--- src/rtl/alu_pkg.sv ---
// ----------------------------------------------------------------------------
// alu_pkg
// Shared constants for the ALU blocks:
//   - 3-bit opcode encodings understood by every ALU datapath
//   - FSM state encoding of the serial ALU controller
// No ports; imported with "import alu_pkg::*;".
// ----------------------------------------------------------------------------
package alu_pkg;

    localparam int OP_W = 3;

    localparam logic [OP_W-1:0] OP_PASS_A = 3'b000;
    localparam logic [OP_W-1:0] OP_PASS_B = 3'b001;
    localparam logic [OP_W-1:0] OP_NOT_A  = 3'b010;
    localparam logic [OP_W-1:0] OP_NOT_B  = 3'b011;
    localparam logic [OP_W-1:0] OP_AND    = 3'b100;
    localparam logic [OP_W-1:0] OP_OR     = 3'b101;
    localparam logic [OP_W-1:0] OP_XOR    = 3'b110;
    localparam logic [OP_W-1:0] OP_ADD    = 3'b111;

    typedef enum logic [1:0] {
        ST_IDLE = 2'b00,
        ST_RUN  = 2'b01,
        ST_DONE = 2'b10
    } alu_state_t;

endpackage : alu_pkg

--- src/rtl/serial_alu_ctrl_if.sv ---
// ----------------------------------------------------------------------------
// serial_alu_ctrl_if
// Request/response bundle of the bit-serial ALU.
//   Request  : in_valid, in_ready, op[2:0], a[WIDTH-1:0], b[WIDTH-1:0], cin
//   Response : out_valid, out_ready, result[WIDTH-1:0], cout
// Modports:
//   master - requester/consumer side (drives the request, takes the result)
//   slave  - the ALU controller
// ----------------------------------------------------------------------------
interface serial_alu_ctrl_if #(
    parameter int WIDTH = 8
);
    logic             in_valid;
    logic             in_ready;
    logic [2:0]       op;
    logic [WIDTH-1:0] a;
    logic [WIDTH-1:0] b;
    logic             cin;
    logic             out_valid;
    logic             out_ready;
    logic [WIDTH-1:0] result;
    logic             cout;

    modport master (
        output in_valid, op, a, b, cin, out_ready,
        input  in_ready, out_valid, result, cout
    );

    modport slave (
        input  in_valid, op, a, b, cin, out_ready,
        output in_ready, out_valid, result, cout
    );
endinterface : serial_alu_ctrl_if

--- src/rtl/alu_bit_slice.sv ---
// ----------------------------------------------------------------------------
// alu_bit_slice
// Purely combinational one-bit ALU slice.
//   a, b  : operand bits
//   op    : opcode (alu_pkg OP_*)
//   cin   : carry into this bit (only meaningful for OP_ADD)
//   c     : result bit
//   cout  : carry out; majority(a,b,cin) for OP_ADD, 0 for every other op
// ----------------------------------------------------------------------------
module alu_bit_slice
    import alu_pkg::*;
(
    input  logic            a,
    input  logic            b,
    input  logic [OP_W-1:0] op,
    input  logic            cin,
    output logic            c,
    output logic            cout
);

    always_comb begin
        c    = 1'b0;
        cout = 1'b0;
        case (op)
            OP_PASS_A: c = a;
            OP_PASS_B: c = b;
            OP_NOT_A:  c = ~a;
            OP_NOT_B:  c = ~b;
            OP_AND:    c = a & b;
            OP_OR:     c = a | b;
            OP_XOR:    c = a ^ b;
            OP_ADD: begin
                c    = a ^ b ^ cin;
                cout = (a & b) | (a & cin) | (b & cin);
            end
            default: begin
                c    = 1'b0;
                cout = 1'b0;
            end
        endcase
    end

endmodule : alu_bit_slice

--- src/rtl/serial_alu_ctrl.sv ---
// ----------------------------------------------------------------------------
// serial_alu_ctrl
// Bit-serial ALU: accepts one operation in IDLE, processes it LSB first at one
// bit per clock in RUN, then presents result/cout in DONE until consumed.
// Ports:
//   clk   : single clock, rising edge
//   rst_n : asynchronous active-low reset
//   bus   : serial_alu_ctrl_if.slave (in_valid/in_ready/op/a/b/cin request,
//           out_valid/out_ready/result/cout response)
// Parameter WIDTH (>= 2) must match the WIDTH of the connected interface.
// ----------------------------------------------------------------------------
module serial_alu_ctrl
    import alu_pkg::*;
#(
    parameter int WIDTH = 8
)
(
    input  logic             clk,
    input  logic             rst_n,
    serial_alu_ctrl_if.slave bus
);

    localparam int               IDX_W    = $clog2(WIDTH);
    localparam logic [IDX_W-1:0] LAST_IDX = IDX_W'(WIDTH - 1);

    alu_state_t       r_state;
    alu_state_t       w_next_state;
    logic             w_in_ready;
    logic             w_out_valid;
    logic             w_accept;
    logic             w_last_bit;

    logic [IDX_W-1:0] r_idx;
    logic [WIDTH-1:0] r_a;
    logic [WIDTH-1:0] r_b;
    logic [OP_W-1:0]  r_op;
    logic             r_carry;
    logic [WIDTH-1:0] r_result;

    logic             w_slice_c;
    logic             w_slice_cout;

    assign w_accept   = w_in_ready && bus.in_valid;
    assign w_last_bit = (r_idx == LAST_IDX);

    // FSM state register
    always_ff @(posedge clk or negedge rst_n) begin
        if (!rst_n) begin
            r_state <= ST_IDLE;
        end else begin
            r_state <= w_next_state;
        end
    end

    // FSM next state and handshake outputs
    always_comb begin
        w_next_state = r_state;
        w_in_ready   = 1'b0;
        w_out_valid  = 1'b0;
        case (r_state)
            ST_IDLE: begin
                w_in_ready = 1'b1;
                if (bus.in_valid) begin
                    w_next_state = ST_RUN;
                end
            end
            ST_RUN: begin
                if (w_last_bit) begin
                    w_next_state = ST_DONE;
                end
            end
            ST_DONE: begin
                w_out_valid = 1'b1;
                // Returning to IDLE here; in_ready is low this cycle, so no
                // new request can be taken on the same edge.
                if (bus.out_ready) begin
                    w_next_state = ST_IDLE;
                end
            end
            default: begin
                w_next_state = ST_IDLE;
            end
        endcase
    end

    // Operand/result shift registers, carry and bit index.
    // Operands shift right so bit 0 always feeds the slice; result bits enter
    // at the MSB so after WIDTH shifts the first processed bit sits at bit 0.
    always_ff @(posedge clk or negedge rst_n) begin
        if (!rst_n) begin
            r_idx    <= '0;
            r_a      <= '0;
            r_b      <= '0;
            r_op     <= OP_PASS_A;
            r_carry  <= 1'b0;
            r_result <= '0;
        end else if (w_accept) begin
            r_idx    <= '0;
            r_a      <= bus.a;
            r_b      <= bus.b;
            r_op     <= bus.op;
            r_carry  <= bus.cin;
        end else if (r_state == ST_RUN) begin
            r_idx    <= r_idx + 1'b1;
            r_a      <= r_a >> 1;
            r_b      <= r_b >> 1;
            r_carry  <= w_slice_cout;
            r_result <= {w_slice_c, r_result[WIDTH-1:1]};
        end
    end

    alu_bit_slice u_bit_slice (
        .a    (r_a[0]),
        .b    (r_b[0]),
        .op   (r_op),
        .cin  (r_carry),
        .c    (w_slice_c),
        .cout (w_slice_cout)
    );

    // Non-add ops clear the carry on every bit, so r_carry is 0 in DONE.
    assign bus.in_ready  = w_in_ready;
    assign bus.out_valid = w_out_valid;
    assign bus.result    = r_result;
    assign bus.cout      = r_carry;

endmodule : serial_alu_ctrl
--- src/flat_wrapper.sv ---
// flat-port wrapper written by rule: the top's interface ports become plain ports
module serial_alu_ctrl_flat import alu_pkg::*;
#(
    parameter int WIDTH = 8
)
  (clk, rst_n, bus_in_valid, bus_op, bus_a, bus_b, bus_cin, bus_out_ready, bus_in_ready, bus_out_valid, bus_result, bus_cout);
  serial_alu_ctrl_if #(.WIDTH(WIDTH)) bus_i ();
  input  logic clk;
  input  logic rst_n;
  input wire logic [$bits(bus_i.in_valid)-1:0] bus_in_valid;
  input wire logic [$bits(bus_i.op)-1:0] bus_op;
  input wire logic [$bits(bus_i.a)-1:0] bus_a;
  input wire logic [$bits(bus_i.b)-1:0] bus_b;
  input wire logic [$bits(bus_i.cin)-1:0] bus_cin;
  input wire logic [$bits(bus_i.out_ready)-1:0] bus_out_ready;
  output wire logic [$bits(bus_i.in_ready)-1:0] bus_in_ready;
  output wire logic [$bits(bus_i.out_valid)-1:0] bus_out_valid;
  output wire logic [$bits(bus_i.result)-1:0] bus_result;
  output wire logic [$bits(bus_i.cout)-1:0] bus_cout;
  assign bus_i.in_valid = bus_in_valid;
  assign bus_i.op = bus_op;
  assign bus_i.a = bus_a;
  assign bus_i.b = bus_b;
  assign bus_i.cin = bus_cin;
  assign bus_i.out_ready = bus_out_ready;
  assign bus_in_ready = bus_i.in_ready;
  assign bus_out_valid = bus_i.out_valid;
  assign bus_result = bus_i.result;
  assign bus_cout = bus_i.cout;
  serial_alu_ctrl #(.WIDTH(WIDTH)) u_core (.clk(clk), .rst_n(rst_n), .bus(bus_i));
endmodule
--- config.mk ---
export PLATFORM = sky130hd
export DESIGN_NAME = serial_alu_ctrl_flat
export DESIGN_NICKNAME = d
export VERILOG_FILES = /design/src/rtl/alu_pkg.sv /design/src/rtl/serial_alu_ctrl_if.sv /design/src/rtl/alu_bit_slice.sv /design/src/rtl/serial_alu_ctrl.sv /design/src/flat_wrapper.sv
export SDC_FILE = /design/constraint.sdc
export NUM_CORES = 1
export LEC_CHECK = 0
export CAP_MARGIN = 20
export CORE_ASPECT_RATIO = 0.7
export CORE_UTILIZATION = 35
export CTS_CLUSTER_DIAMETER = 80
export DETAILED_ROUTE_END_ITERATION = 8
export PLACE_DENSITY_LB_ADDON = 0.15
export RECOVER_POWER = 50
export SLEW_MARGIN = 20
export SYNTH_ARGS = -nofsm -noshare
export SYNTH_HDL_FRONTEND = slang
export SYNTH_SLANG_ARGS = --single-unit
--- constraint.sdc ---
create_clock -name clk -period 4.6 [get_ports clk]
set_input_delay 1.38 -clock clk [delete_from_list [all_inputs] [get_ports clk]]
set_output_delay 1.38 -clock clk [all_outputs]
set_load 0.02 [all_outputs]
# Yosys cells after proc, flatten, opt, wreduce, memory -nomap -nowiden

Index checks and enable logic that the tools add are counted.

Bits of input ports: 24
Flip-flop bits (word level): 33
Logic and storage cells: 54
Output and inout bits: 11

Bitwise logic cells: 11
Equal/unequal tests: 13
Reduce and logical (&&, ||, !) cells: 6
Add/subtract/negate cells: 1
Mux-type cells: 16

Operators with widths:

| kind                | count |
|---|---|
| $mux 8              | 4 |
| $eq 3x3->1 const B  | 5 |
| $pmux 1 s8          | 1 |
| $eq 3x2->1 const B  | 2 |
| $mux 2              | 3 |
| $mux 3              | 2 |
| $pmux 2 s3          | 1 |
| $mux 1              | 5 |
| $ne 2x2->1 const B  | 2 |
| $add 3x1->3 const B | 1 |
| $and 1x1->1         | 3 |
| $eq 3x1->1 const B  | 1 |
| $logic_not 3->1     | 1 |
| $not 1->1           | 3 |
| $or 1x1->1          | 3 |
| $reduce_and 3->1    | 1 |
| $eq 2x1->1 const B  | 1 |
| $eq 2x2->1 const B  | 1 |
| $logic_not 2->1     | 1 |
| $ne 2x1->1 const B  | 1 |
| $reduce_and 2->1    | 1 |
| $reduce_bool 2->1   | 1 |
| $xor 1x1->1         | 2 |
| $logic_and 1x1->1   | 1 |

# Longest topological paths before layout

Gate-level depths: netlist of the first run.

Depth after elaboration: 6
Gate-level depth with buffers: 6
Depth with buffers taken out: 6

# By module

Synthesis of the first run repeated with hierarchy kept, for this count alone.

Cells, all modules: 147
Area total of the unflattened synthesis: 1526.5 sq um

Modules (own cells, without submodules):

| module          | times used | area each (sq um) | sequential area each (sq um) | cells each |
|---|---|---|---|---|
| serial_alu_ctrl | 1          | 1395.1            | 825.8                        | 131 |
| alu_bit_slice   | 1          | 131.4             | 0.0                          | 16 |

# Worst setup path before layout of the first run

Ideal clock, no wire load.

Path type: input port to flip-flop
From: input port bus_in_valid
To: register u_core.r_carry, in the netlist u_core.bus.cout
Stages: 3
Arrival: 2107 ps
Setup slack: 2367 ps
Library setup time: 126 ps
Path buffers: 0
Required time: 4474 ps
Cell sequence: nor3b_4 nor2_4 a221o_1

Cells in the longest elaborated chain, start to end: 2
Elaborated cells between the ends (all ways): 3
Those cells by class: mux (1); reduce/logical (2)

Ends and longest elaborated chain:

| item                                        | line                   | source |
|---|---|---|
| start, declared                             | flat_wrapper.sv:10     | `input wire logic [$bits(bus_i.in_valid)-1:0] bus_in_valid;` |
| $logic_and 1x1->1 *                         | serial_alu_ctrl.sv:43  | `assign w_accept = w_in_ready && bus.in_valid;` |
| $mux 1 or $reduce_bool 2->1 (tied branches) | --                     |  |
| end signal, assigned                        | serial_alu_ctrl.sv:102 | `r_carry <= bus.cin;` |
| end signal, assigned                        | serial_alu_ctrl.sv:107 | `r_carry <= w_slice_cout;` |
| end, declared                               | serial_alu_ctrl.sv:37  | `logic r_carry;` |

Every way passes the cells marked *; elsewhere a longest branch is shown, timed or not.
A chain may end at the register's enable or synchronous reset.

==> impl_metrics.json, run 1 <==
{
  "ys.flop_type": "dfrtp_1",
  "dp_slack_ps": 1530,
  "fin_crit_sh_pct": 68.2,
  "cp_num_cells": 2,
  "clock.fmax_ghz": 0.319,
  "ctsLongestPathBuffers": 2,
  "setup_slack_ps": 1460,
  "peakVddDrop_uv": 259,
  "rsz0062_at_grt": "no",
  "vias": 1147,
  "final-setup-viol-count": 0,
  "ys_async_sr_fraction_pct": 100,
  "rows": 19,
  "synth_edf_count": 0,
  "firstDrtPassIters": 4,
  "nFillCells": 364,
  "grt_use_met1_pct": 19.0,
  "fin_crit_ps": 3140,
  "synth_cells": 153,
  "track_usage_pct": 14.5,
  "grtUsageMet3_pct": 5.04,
  "initial_core_util_pct": 37.4,
  "critPathBufInv": 2,
  "die_h_um": 56.8,
  "final_util_pct": 48.8,
  "fin_worst_skew_ps": 3.60,
  "max_stage_delay_ps": 1270,
  "endpoint_kind": "asynchronous set/reset pin",
  "arrival_ps": 3190,
  "cp-start-kind": "input pin",
  "grt_pass1_vias": 1125,
  "drt_iter0_markers": 47,
  "syn-num-nets": 182,
  "io_buffer_count": 34,
  "crit-reg2reg-launch": "u_core.r_state[0]$_DFFE_PN0P_",
  "holdBufCountCts": 0,
  "tns_ps": 0,
  "violations": "max-capacitance violations, max-slew violations",
  "ctsResizeCount": 0,
  "antenna_found_initial": 0,
  "met2_usage_pct": 22.1,
  "crit_family": "buffers and inverters",
  "ant_nets": 0,
  "path_max_fanout": 33,
  "grt_busiest_layer": "met2",
  "clock_latency_ps": 280,
  "r2r_end": "u_core.bus.cout$_DFFE_PN0P_",
  "ios": 35,
  "cts_tree": "done",
  "cts-root-buf": "clkbuf_8",
  "synth_top_cell_by_area": "dfrtp_1",
  "synth-seq-cells": 33,
  "grt_max_degree": 34,
  "clk_pin_slew_ps": 60,
  "cellPowerDensity_nw_per_um2": 657,
  "synthTopCellsByCount": "61 x nand2_1, 33 x dfrtp_1, 14 x a22oi_1",
  "die_x_um": 80.3,
  "drc": 0,
  "viasPerCell": 4.78,
  "syn_area_um2": 1500,
  "wirelength_um": 2970,
  "fin_nets": 217,
  "seq_area_frac_synth_pct": 55.0,
  "core_um2": 4020,
  "avgSynthCellArea_um2": 9.82,
  "areaGrowthSynthToFinish_pct": 30.5,
  "crit_slowest_cell": "clkbuf_1",
  "rr_worst_depth": 3,
  "critPathCapture": "u_core.bus.result[3]$_DFFE_PN0P_",
  "htree_levels": 2,
  "synth.area.top_cells": "dfrtp_1 55%, nand2_1 15%, a22oi_1 7.0%",
  "grt_overflow": 0,
  "synth_top_cell_area_share_pct": 55.0,
  "cts_inserted_buffers": 5,
  "synth_most_common_cell": "nand2_1",
  "drive_gt1_share_pct": 6.91,
  "crit_chain": "dlygate4sd3_1, clkbuf_1",
  "leakagePower_nw": 0.915,
  "grt_pass1_wl_um": 4950,
  "cp.required_ps": 4650,
  "maxCapViolations": 2,
  "status": "complete, but fails checks",
  "hold_viol_final": 0,
  "yosysWarnings": 0,
  "dieArea_um2": 4560,
  "routabilityCongestion": 0.778,
  "path_class": "input pin to asynchronous set/reset pin",
  "cts.sinks": 33,
  "synth_cell_type_count": 25,
  "cp-startpoint": "rst_n",
  "slew_violations": 60,
  "worst_pin_slew_ps": 1800,
  "hpwl_um": 2010,
  "cts_setup_buffers": 0,
  "max-slew-margin-rel_pct": -20.4,
  "min_path_type": "register to register",
  "reg2reg_slack_ps": 2030,
  "wl_per_cell_um": 12.4,
  "num_antenna_cells": 0
}
-- sequential cells by signal, indices dropped and copies added, names as in the netlist --
name / count
u_core.r_op: 3
u_core.bus.result: 8
u_core.r_a: 8
u_core.r_idx: 3
u_core.bus.cout: 1
u_core.r_state: 2
u_core.r_b: 8
-- cell type report --
cell class	instances	area, µm²	share of cell area (%)
well taps	52	65.1	3.32
flip-flops and latches	33	826	42.1
clock buffers	7	86.3	4.40
repair buffers	36	352	17.9
multi-input cells	108	617	31.5
inverters	4	15.0	0.766
-- metrics by stage --
stage	cell area, µm²	power [W]	cells	hold WS [ps]
5_1_grt	1960	0.00139	240	487
2_1_floorplan	1500	0.000910	153	447
6_report	1960	0.00129	240	475
3_5_place_dp	1880	0.00108	233	465
4_1_cts	1970	0.00131	240	481
3_3_place_gp	1880	0.00107	233	461
-- logic make-up after synthesis --
kind of cell / Yosys count / share of synthesized area (%)
DFF: 33 / 55.0
adders and majority gates: 5 / 4.66
AOI/OAI and AO/OA: 29 / 14.2
muxes: 2 / 1.50
and+or+nand+nor: 72 / 20.7
buffers and inverters: 12 / 4.00
-- worst reg2reg max path, delay by kind of cell, from the launching register on --
family / cells / cell delay (ps)
AO/OA/AOI/OAI: 1 / 380
flip-flops: 1 / 440
AND/OR/NAND/NOR: 2 / 1640
-- cells in the final DEF (no fill, tap or decap) --
cell / instances
a311oi_1: 1
nor2b_2: 1
buf_4: 1
fa_1: 1
nand2b_1: 1
nor3b_4: 1
a211o_1: 1
a22o_1: 2
clkbuf_1: 2
inv_1: 4
nor2b_1: 3
o21ai_0: 8
o21bai_1: 1
ha_1: 4
a221o_1: 1
a22oi_1: 14
nand4_1: 1
mux2_2: 2
clkdlybuf4s50_1: 33
clkbuf_8: 6
a2111oi_2: 1
nor2_1: 2
dfrtp_1: 33
nor3_1: 1
dlygate4sd3_1: 1
nor2_4: 1
nand2_1: 61
-- power breakdown --
group	leakage [nW]	internal, W	total, W	switching [W]
combinational	0.455	0.000242	0.000545	0.000302
sequential	0.415	0.000421	0.000529	0.000108
clock	0.0443	0.000119	0.000214	0.0000957
total	0.915	0.000782	0.00129	0.000506
-- worst min path at each step --
stage | start | endpoint | cells after the start
2_1_floorplan | u_core.r_a[1]$_DFFE_PN0P_ | u_core.r_a[1]$_DFFE_PN0P_ | 2
3_3_place_gp | u_core.r_a[1]$_DFFE_PN0P_ | u_core.r_a[1]$_DFFE_PN0P_ | 2
3_5_place_dp | u_core.r_a[2]$_DFFE_PN0P_ | u_core.r_a[2]$_DFFE_PN0P_ | 2
4_1_cts | u_core.r_a[2]$_DFFE_PN0P_ | u_core.r_a[2]$_DFFE_PN0P_ | 2
5_1_grt | u_core.r_a[5]$_DFFE_PN0P_ | u_core.r_a[5]$_DFFE_PN0P_ | 2
6_report | u_core.r_a[3]$_DFFE_PN0P_ | u_core.r_a[3]$_DFFE_PN0P_ | 2
-- per-layer routing --
layer  part of all wire (%)  vias to the layer above
li1                       -                      580
met1                     49                      545
met2                     46                       17
met3                    3.7                        5
met4                    1.1                        0
met5                      0                        -
Power figures use the tool's default switching activity.
==> run 2: changes to the inputs <==
==> constraint.sdc (replaced) <==
create_clock -name clk -period 2.76 [get_ports clk]
set_input_delay 0.828 -clock clk [delete_from_list [all_inputs] [get_ports clk]]
set_output_delay 0.828 -clock clk [all_outputs]
set_load 0.02 [all_outputs]
==> run 2 against run 1 <==
- the run now ends clean
- via count increased by 0.61%
- global-route usage up 0.50 points
- cell count rose by 0.42%
- clock skew shrank 2.1 ps
- critical path type is now register to primary output
- utilization rose by 0.16 points
- largest cell class unchanged
- critical endpoint is now bus_out_valid
- non-clock buffer count grew 2
- largest power group unchanged
- register-to-register slack worse by 920 ps
- clock power rose by 54%
- sequential cell count stayed put
- clock-buffer cell count is 2 lower
- wire length grew 1.9%
==> impl_metrics.json, run 2 (synthesized netlist as in run 1, its figures left out) <==
{
  "clk_pin_slew_ps": 60,
  "wirelength_um": 3020,
  "hpwl_um": 2030,
  "cts_tree": "done",
  "final-setup-viol-count": 0,
  "grt_overflow": 0,
  "cts-root-buf": "clkbuf_8",
  "dieArea_um2": 4560,
  "arrival_ps": 1560,
  "max-slew-margin-rel_pct": 44.5,
  "rr_worst_depth": 5,
  "crit-reg2reg-launch": "u_core.r_a[0]$_DFFE_PN0P_",
  "grtUsageMet3_pct": 4.88,
  "peakVddDrop_uv": 433,
  "ios": 35,
  "path_max_fanout": 5,
  "areaGrowthSynthToFinish_pct": 30.9,
  "drive_gt1_share_pct": 8.99,
  "hold_depth": 2,
  "fin_worst_skew_ps": 1.52,
  "rsz0062_at_grt": "no",
  "fin_crit_sh_pct": 86.4,
  "min_to": "u_core.r_b[5]$_DFFE_PN0P_",
  "r2r_end": "u_core.bus.result[7]$_DFFE_PN0P_",
  "hold_path.startpoint": "u_core.r_b[5]$_DFFE_PN0P_",
  "core_um2": 4020,
  "vias": 1154,
  "cellPowerDensity_nw_per_um2": 1090,
  "firstDrtPassIters": 4,
  "nFillCells": 386,
  "met2_usage_pct": 20.9,
  "regArea_um2": 826,
  "endpoint_kind": "primary output",
  "hold_viol_final": 0,
  "num_antenna_cells": 0,
  "routabilityCongestion": 0.708,
  "ctsResizeCount": 0,
  "wl_per_cell_um": 12.5,
  "die_h_um": 56.8,
  "tns_ps": 0,
  "final_util_pct": 49.0,
  "grt_pass1_wl_um": 5040,
  "antenna_found_initial": 0,
  "drc": 0,
  "cp-start-kind": "register",
  "drt_iter0_markers": 73,
  "reg2reg_slack_ps": 1110,
  "maxCapViolations": 0,
  "initial_core_util_pct": 37.4,
  "track_usage_pct": 15.0,
  "final_common_cell": "nand2_1",
  "holdBufCountCts": 0,
  "viasPerCell": 4.79,
  "layout_common_cells": "61 x nand2_1, 33 x dfrtp_1, 32 x clkdlybuf4s50_1",
  "min_path_type": "register to register",
  "status": "completed",
  "grt_busiest_layer": "met2",
  "cts_setup_buffers": 0,
  "place_inst": 235,
  "grt_max_degree": 34,
  "htree_levels": 2,
  "multi_input_area_um2": 619,
  "clock_latency_ps": 280,
  "rows": 19,
  "cp.required_ps": 1930,
  "fin_crit_ps": 2380,
  "grt_pass1_vias": 1073,
  "grt_use_met1_pct": 20.6,
  "clock.fmax_ghz": 0.420,
  "fin_nets": 219,
  "cts.sinks": 33,
  "slew_violations": 0,
  "path_class": "register to primary output",
  "ctsLongestPathBuffers": 2,
  "ant_nets": 0,
  "final_cells": 241,
  "die_x_um": 80.3,
  "worst_pin_slew_ps": 833,
  "io_buffer_count": 34,
  "cts_inserted_buffers": 5,
  "leakagePower_nw": 0.925
}
==> run 2: power by group <==
part / leakage (nW) / total, W / internal [W] / switching [W]
clock: 0.0399 / 0.000329 / 0.000166 / 0.000163
sequential: 0.415 / 0.000880 / 0.000702 / 0.000178
combinational: 0.470 / 0.000937 / 0.000418 / 0.000518
==> run 2: final cells by class <==
cell class	instances	area share, %
well taps	52	3.31
clock buffers	5	3.50
multi-input cells	108	31.5
flip-flops and latches	33	42.0
repair buffers	38	18.7
inverters	4	0.763
clock inverters	1	0.254
==> run 2: per-layer routing <==
layer / wire length, µm / vias up
li1: - / 583
met1: 1490 / 548
met2: 1360 / 15
met3: 108 / 8
met4: 59 / 0
met5: 0 / -
==> run 2: how the worst max path moves through the flow <==
| stage | start | end |
|---|---|---|
| after detailed placement | bus_in_valid | u_core.bus.cout$_DFFE_PN0P_ |
| after global routing | u_core.r_state[1]$_DFFE_PN0P_ | bus_out_valid |
| after global placement | bus_in_valid | u_core.bus.cout$_DFFE_PN0P_ |
| after CTS | u_core.r_state[1]$_DFFE_PN0P_ | bus_out_valid |
| final | u_core.r_state[1]$_DFFE_PN0P_ | bus_out_valid |
| after floorplan | bus_in_valid | u_core.bus.cout$_DFFE_PN0P_ |
==> run 2: per-stage QoR <==
| stage | setup WS (ps) | power, W | cell area [µm²] | hold WS, ps |
|---|---|---|---|---|
| final | 376 | 0.00215 | 1970 | 475 |
| after global placement | 574 | 0.00180 | 1900 | 463 |
| after global routing | 294 | 0.00233 | 1970 | 490 |
| after detailed placement | 537 | 0.00183 | 1900 | 464 |
| after floorplan | 1080 | 0.00152 | 1500 | 447 |
| after CTS | 360 | 0.00217 | 1970 | 480 |
==> run 2: worst max-delay path: stages, from the launching register on <==
cell             delay [ps]
dfrtp_1                 440
nor2b_1                 210
clkdlybuf4s50_1         630
